--- config.mk ---
export PLATFORM = sky130hd
export DESIGN_NAME = fifo_lvl
export DESIGN_NICKNAME = d
export VERILOG_FILES = /design/src/rtl/fifo_lvl_pkg.sv /design/src/rtl/fifo_lvl_dpram.sv /design/src/rtl/fifo_lvl.sv
export SDC_FILE = /design/constraint.sdc
export NUM_CORES = 1
export LEC_CHECK = 0
export BUFFER_PORTS_ARGS = -buffer_cell sky130_fd_sc_hd__buf_2
export CAP_MARGIN = 20
export CORE_ASPECT_RATIO = 1.75
export CORE_MARGIN = 2
export CORE_UTILIZATION = 40
export DETAILED_ROUTE_END_ITERATION = 8
export PLACE_DENSITY_LB_ADDON = 0.3
export SETUP_SLACK_MARGIN = 0.3
export SLEW_MARGIN = 25
export SYNTH_ARGS = -nofsm -noshare
export SYNTH_HDL_FRONTEND = slang
export SYNTH_SLANG_ARGS = --single-unit
--- constraint.sdc ---
create_clock -name clk -period 3.4 [get_ports clk]
set_clock_uncertainty 0.2 [all_clocks]
set_input_delay 0.68 -clock clk [delete_from_list [all_inputs] [get_ports clk]]
set_output_delay 0.68 -clock clk [all_outputs]
set_load 0.005 [all_outputs]
--- src/rtl/fifo_lvl_pkg.sv ---
// Shared definitions for the fill-level FIFO: default geometry/thresholds and the
// per-cycle access classification used by the count update.
package fifo_lvl_pkg;

    localparam int unsigned DEF_ADDR_W    = 4;
    localparam int unsigned DEF_DATA_W    = 8;
    localparam int unsigned DEF_AFULL_TH  = 12;
    localparam int unsigned DEF_AEMPTY_TH = 2;

    // Encoded as {write accepted, read accepted} so it can be built by a cast.
    typedef enum logic [1:0] {
        OP_IDLE = 2'b00,
        OP_RD   = 2'b01,
        OP_WR   = 2'b10,
        OP_BOTH = 2'b11
    } op_e;

endpackage

--- src/rtl/fifo_lvl_dpram.sv ---
// DEPTH x DATA_W storage for fifo_lvl: one synchronous write port, one asynchronous
// read port. The array is never reset.
module fifo_lvl_dpram #(
    parameter int unsigned ADDR_W = 4,
    parameter int unsigned DATA_W = 8
) (
    input  logic              clk_i,
    input  logic              we_i,
    input  logic [ADDR_W-1:0] waddr_i,
    input  logic [DATA_W-1:0] wdata_i,
    input  logic [ADDR_W-1:0] raddr_i,
    output logic [DATA_W-1:0] rdata_o
);

    localparam int unsigned DEPTH = 2 ** ADDR_W;

    logic [DATA_W-1:0] mem_q [DEPTH];

    always_ff @(posedge clk_i) begin
        if (we_i) begin
            mem_q[waddr_i] <= wdata_i;
        end
    end

    assign rdata_o = mem_q[raddr_i];

endmodule

--- src/rtl/fifo_lvl.sv ---
// Synchronous FIFO with fill level, almost-full/almost-empty flags, sticky
// overflow/underflow and synchronous flush. Define FIFO_FWFT_EN for first-word-fall-through.
module fifo_lvl
    import fifo_lvl_pkg::*;
#(
    parameter int unsigned ADDR_W    = DEF_ADDR_W,
    parameter int unsigned DATA_W    = DEF_DATA_W,
    parameter int unsigned AFULL_TH  = DEF_AFULL_TH,
    parameter int unsigned AEMPTY_TH = DEF_AEMPTY_TH
) (
    input  logic              clk,
    input  logic              rst_n,
    input  logic              clr,
    input  logic              wr,
    input  logic [DATA_W-1:0] din,
    input  logic              rd,
    output logic [DATA_W-1:0] dout,
    output logic              full,
    output logic              empty,
    output logic              afull,
    output logic              aempty,
    output logic [ADDR_W:0]   count,
    output logic              ovf,
    output logic              udf
);

    localparam int unsigned DEPTH = 2 ** ADDR_W;
    localparam int unsigned PTR_W = ADDR_W + 1;

    localparam logic [PTR_W-1:0] DEPTH_C  = PTR_W'(DEPTH);
    localparam logic [PTR_W-1:0] AFULL_C  = PTR_W'(AFULL_TH);
    localparam logic [PTR_W-1:0] AEMPTY_C = PTR_W'(AEMPTY_TH);

    logic [PTR_W-1:0]  wr_ptr_q, wr_ptr_d;
    logic [PTR_W-1:0]  rd_ptr_q, rd_ptr_d;
    logic [PTR_W-1:0]  count_q, count_d;
    logic              ovf_q, ovf_d;
    logic              udf_q, udf_d;
    logic              rd_acc, wr_acc;
    logic              mem_we;
    logic [DATA_W-1:0] rdata;
    op_e               op;

    // Flags come only from the registered count, so wr/rd never reach them combinationally.
    assign full   = (count_q == DEPTH_C);
    assign empty  = (count_q == '0);
    assign afull  = (count_q >= AFULL_C);
    assign aempty = (count_q <= AEMPTY_C);
    assign count  = count_q;
    assign ovf    = ovf_q;
    assign udf    = udf_q;

    // A write into a full FIFO still lands when a read frees a slot in the same cycle.
    assign rd_acc = rd & ~empty;
    assign wr_acc = wr & (~full | rd_acc);
    assign op     = op_e'({wr_acc, rd_acc});
    assign mem_we = wr_acc & ~clr;

    always_comb begin
        wr_ptr_d = wr_ptr_q;
        rd_ptr_d = rd_ptr_q;
        count_d  = count_q;
        ovf_d    = ovf_q;
        udf_d    = udf_q;
        if (clr) begin
            wr_ptr_d = '0;
            rd_ptr_d = '0;
            count_d  = '0;
            ovf_d    = 1'b0;
            udf_d    = 1'b0;
        end else begin
            if (wr_acc) begin
                wr_ptr_d = wr_ptr_q + PTR_W'(1);
            end
            if (rd_acc) begin
                rd_ptr_d = rd_ptr_q + PTR_W'(1);
            end
            case (op)
                OP_WR:   count_d = count_q + PTR_W'(1);
                OP_RD:   count_d = count_q - PTR_W'(1);
                default: count_d = count_q;
            endcase
            ovf_d = ovf_q | (wr & ~wr_acc);
            udf_d = udf_q | (rd & empty);
        end
    end

    always_ff @(posedge clk or negedge rst_n) begin
        if (!rst_n) begin
            wr_ptr_q <= '0;
            rd_ptr_q <= '0;
            count_q  <= '0;
            ovf_q    <= 1'b0;
            udf_q    <= 1'b0;
        end else begin
            wr_ptr_q <= wr_ptr_d;
            rd_ptr_q <= rd_ptr_d;
            count_q  <= count_d;
            ovf_q    <= ovf_d;
            udf_q    <= udf_d;
        end
    end

    fifo_lvl_dpram #(
        .ADDR_W (ADDR_W),
        .DATA_W (DATA_W)
    ) u_mem (
        .clk_i   (clk),
        .we_i    (mem_we),
        .waddr_i (wr_ptr_q[ADDR_W-1:0]),
        .wdata_i (din),
        .raddr_i (rd_ptr_q[ADDR_W-1:0]),
        .rdata_o (rdata)
    );

`ifdef FIFO_FWFT_EN
    assign dout = empty ? '0 : rdata;
`else
    logic [DATA_W-1:0] dout_q;

    // A flush wins over a read in the same cycle, so dout keeps its old word.
    always_ff @(posedge clk or negedge rst_n) begin
        if (!rst_n) begin
            dout_q <= '0;
        end else if (rd_acc && !clr) begin
            dout_q <= rdata;
        end
    end

    assign dout = dout_q;
`endif

endmodule
# Yosys cells after proc, flatten, opt, wreduce, memory -nomap -nowiden
# Memories as Yosys holds them, arrays and structs flattened. A register that Yosys moved wholly into a read port is not among the register bits.
# Index checks and enable logic that the tools add are counted.
# op_classes
addsub	4
magnitude_cmp	2
n_eq_ne	3
muxes	10
bitwise	12
reduce_logical	7
# ops
operator	n
5-bit 2-to-1 mux	5
5-bit by 1-bit adder with 5-bit output (second input constant)	3
5-bit one-hot mux with 2 select lines	1
1-bit bitwise AND	5
5-bit == test (second input constant)	1
5-bit by 4-bit greater-or-equal comparator with 1-bit output (second input constant)	1
5-bit by 2-bit <= comparator with 1-bit output (second input constant)	1
5-bit logical NOT	1
5-bit by 1-bit subtractor with 5-bit output (second input constant)	1
1-bit 2-to-1 mux	4
1-bit NOT	4
2-bit nonzero test	2
1-bit OR	3
3-bit nonzero test	1
2-bit by 1-bit == test with 1-bit output (second input constant)	1
2-bit == test (second input constant)	1
1-bit logical NOT	2
1-bit logical AND	1
# word_totals
ff_bits	17
ram_bits	128
input_bits	13
out_inout_bits	19
wordCells	44
mem_count	1
# memory_table
name	words	word_bits	rd	rd_ports_with_merged_regs	write_ports	line_no	source
u_mem.mem_q	16	8	1	1	1	fifo_lvl_dpram.sv:17	logic [DATA_W-1:0] mem_q [DEPTH];

# Depth between registers and ports, before layout
# Gate-level depths: netlist (run 1).
# depth
ltp_word	9
mapped_depth	10
ltp_nobuf	9

# Cells and area by module
# From an unflattened synthesis (run 1), not the netlist that was laid out.
# unflattened
hier_cells	333
area_unflattened_um2	6243.5
# modules_own_cells
module	instances	cells_each	area_each_um2	seq_area_each_um2
fifo_lvl_dpram	1	221	4987.3	3843.7
fifo_lvl	1	112	1256.2	575.6

# Least setup slack after synthesis (run 1)
# Ideal clock, no wire load.
# synth_path
path_kind	input-to-reg
startpoint	input wr
endpoint	register count_q[4], in the netlist count[4]
setup_ps	136
arrival_time_ps	2641
required_time_ps	3064
path_slack_ps	423
stages	10
n_path_buf	1
cell_sequence	buf_12 > nand2b_1 > a21oi_1 > inv_1 > fa_1 > nand2b_1 > a21oi_1 > mux2_2 > a32oi_1 > a21oi_1
# synth_via
elab_chain_cells	4
word_cells_on_any_way	6
classes_between	2 x eq/ne; 2 x mux; 1 x bitwise; 1 x reduce/logical
# synth_rtl
item	line_no	source
start: declaration	fifo_lvl.sv:14	input logic wr,
1-bit bitwise AND (*)	fifo_lvl.sv:55	assign wr_acc = wr & (~full | rd_acc);
2-bit by 1-bit == test with 1-bit output / 2-bit == test (equally long branches)	fifo_lvl.sv:78	case (op)
5-bit one-hot mux with 2 select lines	fifo_lvl.sv:78	
5-bit 2-to-1 mux	fifo_lvl.sv:65	if (clr) begin
end signal: assignment	fifo_lvl.sv:98	count_q <= count_d;
end: declaration	fifo_lvl.sv:36	logic [PTR_W-1:0] count_q, count_d;
# Mark *: on every way between the ends. The rest lies on a longest branch, timed or not.
# A chain may end at the register's enable or synchronous reset.

# Final worst setup path (run 1)
# layout_path
startpoint	register count_q[3], in the netlist count[3]
endpoint	register count_q[4], in the netlist count[4]
# layout_via
elab_chain_cells	8
word_cells_on_any_way	14
classes_between	2 x add/sub; 3 x eq/ne; 2 x mux; 5 x bitwise; 2 x reduce/logical
# layout_rtl
item	line_no	source
5-bit logical NOT	fifo_lvl.sv:46	assign empty = (count_q == '0);
1-bit NOT	fifo_lvl.sv:54	assign rd_acc = rd & ~empty;
1-bit bitwise AND	fifo_lvl.sv:54	
1-bit OR	fifo_lvl.sv:55	
1-bit bitwise AND	fifo_lvl.sv:55	
2-bit by 1-bit == test with 1-bit output / 2-bit == test (equally long branches)	fifo_lvl.sv:78	
5-bit one-hot mux with 2 select lines	fifo_lvl.sv:78	
5-bit 2-to-1 mux	fifo_lvl.sv:65	
# Parallel ways exist; a longest one is shown, timed or not.

==> results of run 1 <==
-- metal layers --
| layer | global-route usage, % | wire, um | up-vias |
|---|---|---|---|
| met5 | 0 | 0 | - |
| met4 | 6.61 | 241 | 0 |
| met3 | 3.91 | 512 | 11 |
| met2 | 31.3 | 7480 | 72 |
| met1 | 16.8 | 4560 | 1646 |
| li1 | - | - | 1431 |
-- cell usage in the layout, fill, tap and decap left out, types with 2 or more instances in the layout --
master / n
xor2_1: 3
buf_2: 31
edfxtp_1: 128
clkbuf_16: 17
buf_4: 3
xnor2_1: 4
and3_1: 4
nor2_1: 14
nor4_1: 2
inv_6: 4
nand3_1: 2
mux2i_1: 17
dfrtp_1: 22
inv_8: 3
inv_1: 6
a21o_1: 3
and2_1: 12
nand2b_1: 3
ha_1: 8
nor3_1: 3
o21ai_0: 3
clkinvlp_4: 2
o221ai_1: 8
nand2_1: 17
bufinv_16: 3
o31ai_1: 3
mux4_2: 32
or3_1: 4
a21oi_1: 11
-- cell type report --
type,count,area [sq um],area share (%)
sequential,151,4420,61.6
multi-input combinational,168,1690,23.5
clock buffer,18,429,5.98
tap,186,233,3.24
timing repair buffer,35,198,2.75
clock inverter,14,188,2.61
inverter,6,22.5,0.314
-- through the flow --
stage / std cells / total power [mW] / hold WS (ps) / util, %
floorplan: 344 / 2.92 / 184 / -
finish: 578 / 5.16 / 48.1 / 46.9
CTS: 578 / 5.22 / 55.0 / 46.9
detailed placement: 546 / 3.27 / 288 / 42.9
global route: 578 / 5.38 / 74.1 / 46.9
global placement: 546 / 3.25 / 282 / 42.9
-- path summary, 6_finish.rpt --
path                                       from                       to  slack (ps)  cells after the start
setup / recovery           count[3]$_DFFE_PN0P_     count[4]$_DFFE_PN0P_         640                      9
hold / removal                            rst_n     count[0]$_DFFE_PN0P_          50                      1
setup reg to reg           count[3]$_DFFE_PN0P_     count[4]$_DFFE_PN0P_         640                      9
hold reg to reg                   udf$_DFF_PN0_            udf$_DFF_PN0_         290                      2
max in group asynchronous                 rst_n  rd_ptr_q[1]$_DFFE_PN0P_        2550                      1
min in group clk                  udf$_DFF_PN0_            udf$_DFF_PN0_         290                      2
-- where the power goes --
group	total [mW]	internal [mW]	switching (mW)
Clock	1.95	1.18	0.771
Combinational	0.983	0.450	0.532
Sequential	2.23	2.11	0.114
-- critical path, cell delays in order (launching register included) --
cell and delay (ps):
dfrtp_1 470, nor3_1 320, a21oi_1 150, buf_4 170, ha_1 330, nand2b_1 70
a21oi_1 300, mux2_2 380, a32oi_1 150, a21oi_1 90
-- registers in the layout (all words and copies together), names as in the netlist --
| register | count |
|---|---|
| count | 5 |
| rd_ptr_q | 4 |
| wr_ptr_q | 4 |
| dout | 8 |
| u_mem.mem_q | 128 |
| ovf | 1 |
| udf | 1 |
-- logic make-up (layout without fill, tap and decap cells) --
logic type                 after synthesis  after routing
xor gates and xnor gates                 7              7
muxes                                   50             50
AOI/OAI and AO/OA                       34             34
DFF                                    151            151
adders and majority gates                9              9
buffers and inverters                   25             73
and+or+nand+nor                         68             68
==> impl_metrics.tcl, run 1 <==
set metrics [dict create \
    drc 0 \
    synth.area.top_cells "edfxtp_1 (61%), mux4_2 (12%), dfrtp_1 (9.2%), mux2i_1 (2.7%), ha_1 (1.6%)" \
    cts_tree "done" \
    synth_top_area_share_pct 61.4 \
    die-area_sq_um 16700 \
    layout_setup_ws_ps 641 \
    synth_flop_cell "edfxtp_1" \
    synthAdderAreaFrac_pct 1.92 \
    ys_ff_latch 151 \
    final_nets 401 \
    avgRoutedWirePerCell_um 22.1 \
    avgSynthCellArea_sq_um 18.2 \
    boundaryPins 32 \
    clockRootBuffer "clkbuf_16" \
    yosys.area.top_type "edfxtp_1" \
    ctsHoldBuffers 0 \
    die_w_um 98.5 \
    via_count 3160 \
    crit_fanout 8 \
    die_y_um 169 \
    syn_inst 344 \
    area_growth_pct 14.8 \
    status "completed" \
    row_count 60 \
    grt_pass1_vias 3394 \
    overflow 0 \
    synth_top_family_by_area "multiplexers" \
    grt_pass1_wl_mm 19.7 \
    synth_mux_area_share_pct 14.4 \
    stdcell_area_sq_um 7180 \
    vias_per_cell 5.47 \
    cp.arrival_ps 2840 \
    drtIter0Drc 175 \
    setup_viol 0 \
    final.setup.tns_ps 0 \
    synth-simple-area-share_pct 5.76 \
    power_density_nw_per_um2 718 \
    clk_pin_slew_ps 60 \
    synth_nets 366 \
    worstPathRequired_ps 3480 \
    clk_latency_ps 420 \
    endpoint_kind "register" \
    synth-xor-area-share_pct 0.980 \
    yosys_warnings 0 \
    grt_max_degree 36 \
    slew_viol_final 0 \
    cts_buffers 17 \
    leakagePower_nw 2.46 \
    fillCellCount 1322 \
    synthArstFlopShare_pct 15.2 \
    crit_path_start_kind "register" \
    timing.slew.headroom_pct 50.1 \
    fmax_mhz 362 \
    ir_drop_v 0.000277 \
    synthTopCellsByCount "edfxtp_1 (128), mux4_2 (32), dfrtp_1 (23), mux2i_1 (17), nand2_1 (17)" \
    ant_nets 0 \
    synth_compound_area_share_pct 3.94 \
    ctsHtreeMaxLevel 4 \
    drv_cap 0 \
    yosysMostFrequentCell "edfxtp_1" \
    cts_setup_buffers 0 \
    worst_hold_path_type "in -> async" \
    clock-sinks 151 \
    synth_cell_types 44 \
    ys_seq_area_share_pct 70.6 \
    globalplace.congestion 0.818 \
    dp_slack_ps 342 \
    synth_edf_count 128 \
    hold_violations 0 \
    drive_above_1_share_pct 27.6 \
    fin_crit_sh_pct 81.1 \
    tightestPinTransition_ps 744 \
    drt_pass1_iterations 4 \
    core-area_sq_um 15300 \
    port_buffers 31 \
    start_util_pct 40.9 \
    min_period_ps 2760 \
    crit_type "reg -> reg" \
    antennaDiodeCount 0 \
    cts_resized 0 \
    dpl.hpwl_mm 8.11 \
    wl_mm 12.8 \
    cts.path.max_buffers 2 \
    grt_util_all_layers_pct 16.3 \
    rsz0062_at_grt "no" \
    syn_area_sq_um 6260 \
    antenna_found_initial 0 \
    placed_area_sq_um 6560 \
]
(Power assumes the default switching activity.)
==> inputs of run 2 (changes only) <==
==> constraint.sdc (replaced) <==
create_clock -name clk -period 2.4 [get_ports clk]
set_clock_uncertainty 0.2 [all_clocks]
set_input_delay 0.48 -clock clk [delete_from_list [all_inputs] [get_ports clk]]
set_output_delay 0.48 -clock clk [all_outputs]
set_load 0.005 [all_outputs]
==> impl_metrics.tcl, run 2 (synthesis gave the netlist of run 1 again) <==
set metrics [dict create \
    status "completed" \
    avgRoutedWirePerCell_um 22.3 \
    critPathSlowestCell "dfrtp_1" \
    regMostFlops "u_mem.mem_q" \
    power_density_nw_per_um2 1050 \
    port_buffers 31 \
    drc 0 \
    via_count 3410 \
    crit_type "reg -> reg" \
    r2r_slack_ps 60 \
    endpoint_kind "register" \
    worst_hold_path_type "in -> reg" \
    antenna_found_initial 0 \
    fin_crit_sh_pct 97.4 \
    crit_fanout 4 \
    dp_cells 569 \
    clk_pin_slew_ps 60 \
    drtIter0Drc 225 \
    antennaDiodeCount 0 \
    largest_register_ffs 128 \
    overflow 0 \
    row_count 60 \
    boundaryPins 32 \
    layout_common_cells "edfxtp_1 (128), mux4_2 (32), buf_2 (31)" \
    ctsHtreeMaxLevel 4 \
    final_nets 443 \
    wl_mm 13.8 \
    cts_buffers 17 \
    slew_viol_final 0 \
    crit_path_start_kind "register" \
    timing.slew.headroom_pct 62.6 \
    leakagePower_nw 2.78 \
    vias_per_cell 5.51 \
    placed_area_sq_um 6860 \
    critPathMaxStageDelay_ps 420 \
    grt_max_degree 36 \
    critical_path.cell_chain "nor3_4 -> a21oi_4 -> inv_2 -> fa_2 -> nand2b_4 -> a21oi_4 -> mux2_4 -> a32oi_2 -> a21oi_1" \
    globalplace.congestion 0.835 \
    drive_above_1_share_pct 45.3 \
    dpl.hpwl_mm 8.65 \
    ir_drop_v 0.000453 \
    hold_depth 2 \
    core-area_sq_um 15300 \
    clock-sinks 151 \
    grt_pass1_vias 3669 \
    finalPower_mw 8.32 \
    area_growth_pct 26.5 \
    reg2reg_depth 9 \
    setup_viol 0 \
    post-route-util_pct 51.7 \
    die_y_um 169 \
    tightestPinTransition_ps 561 \
    fmax_mhz 428 \
    final_common_cell "edfxtp_1" \
    grt_util_all_layers_pct 16.9 \
    cts_tree "done" \
    die_w_um 98.5 \
    cts.path.max_buffers 2 \
    cpMostUsedCell "a21oi_4" \
    hold_violations 0 \
    drv_cap 0 \
    clk_latency_ps 410 \
    clockRootBuffer "clkbuf_16" \
    start_util_pct 40.9 \
    stdcell_area_sq_um 7910 \
    ant_nets 0 \
    rsz0062_at_grt "yes" \
    grt_pass1_wl_mm 20.8 \
    worstPathRequired_ps 2490 \
    instances_no_fill 619 \
    drt_pass1_iterations 5 \
    min_period_ps 2340 \
    cp.arrival_ps 2420 \
    die-area_sq_um 16700 \
]
==> run 2: per-stage QoR <==
| stage | hold slack, ps | setup TNS (ps) | setup WS [ps] |
|---|---|---|---|
| 2_1_floorplan | -15.6 | -82.7 | -82.7 |
| 3_3_place_gp | 288 | -201 | -52.8 |
| 3_5_place_dp | 280 | -1460 | -137 |
| 4_1_cts | 154 | 0 | 66.0 |
| 5_1_grt | 215 | -27.7 | -27.7 |
| 6_report | 199 | 0 | 62.3 |
==> run 2: where the power goes <==
| group | switching [mW] | internal [mW] |
|---|---|---|
| Sequential | 0.107 | 3.00 |
| Clock | 1.06 | 1.86 |
| Combinational | 1.15 | 1.15 |
| Total | 2.32 | 6.01 |
==> run 2: worst paths after layout <==
path                                 startpoint                       to
max                        count[4]$_DFFE_PN0P_     count[4]$_DFFE_PN0P_
min                                         clr  wr_ptr_q[2]$_DFFE_PN0P_
max reg2reg                count[4]$_DFFE_PN0P_     count[4]$_DFFE_PN0P_
min reg2reg                 dout[6]$_DFFE_PN0P_      dout[6]$_DFFE_PN0P_
max in group asynchronous                 rst_n  rd_ptr_q[1]$_DFFE_PN0P_
min in group asynchronous                 rst_n     count[2]$_DFFE_PN0P_
==> run 2: final cells by class <==
cell class	instances	area [sq um]
clock buffers	18	429
clock inverters	13	216
fillers	1239	7400
inverters	6	22.5
multi-input cells	168	2000
flip-flops and latches	151	4420
well taps	186	233
repair buffers	77	593
==> run 2: what timing repair did <==
action	4_1_cts	5_1_grt
hold endpoints to repair	23	0
endpoints found under the setup margin	141	148
hold buffers	1	0
setup buffers	9	9
resized for setup	20	31
pin swaps	6	21
==> run 2: routing by layer <==
layer	share of wire [%]	GRT usage, %	wire length [um]
met5	0	0	0
met1	36	18.4	5000
met2	57	31.4	7860
met3	3.4	3.71	467
met4	3.3	6.85	452
==> run 2: worst max-delay path: cells and delay by family (launching register included) <==
kind | cells | cell delay [ps]
buffers and inverters | 1 | 60
muxes | 1 | 320
adders and majority gates | 1 | 340
DFF | 1 | 420
and+or+nand+nor | 2 | 230
AOI/OAI and AO/OA | 4 | 650
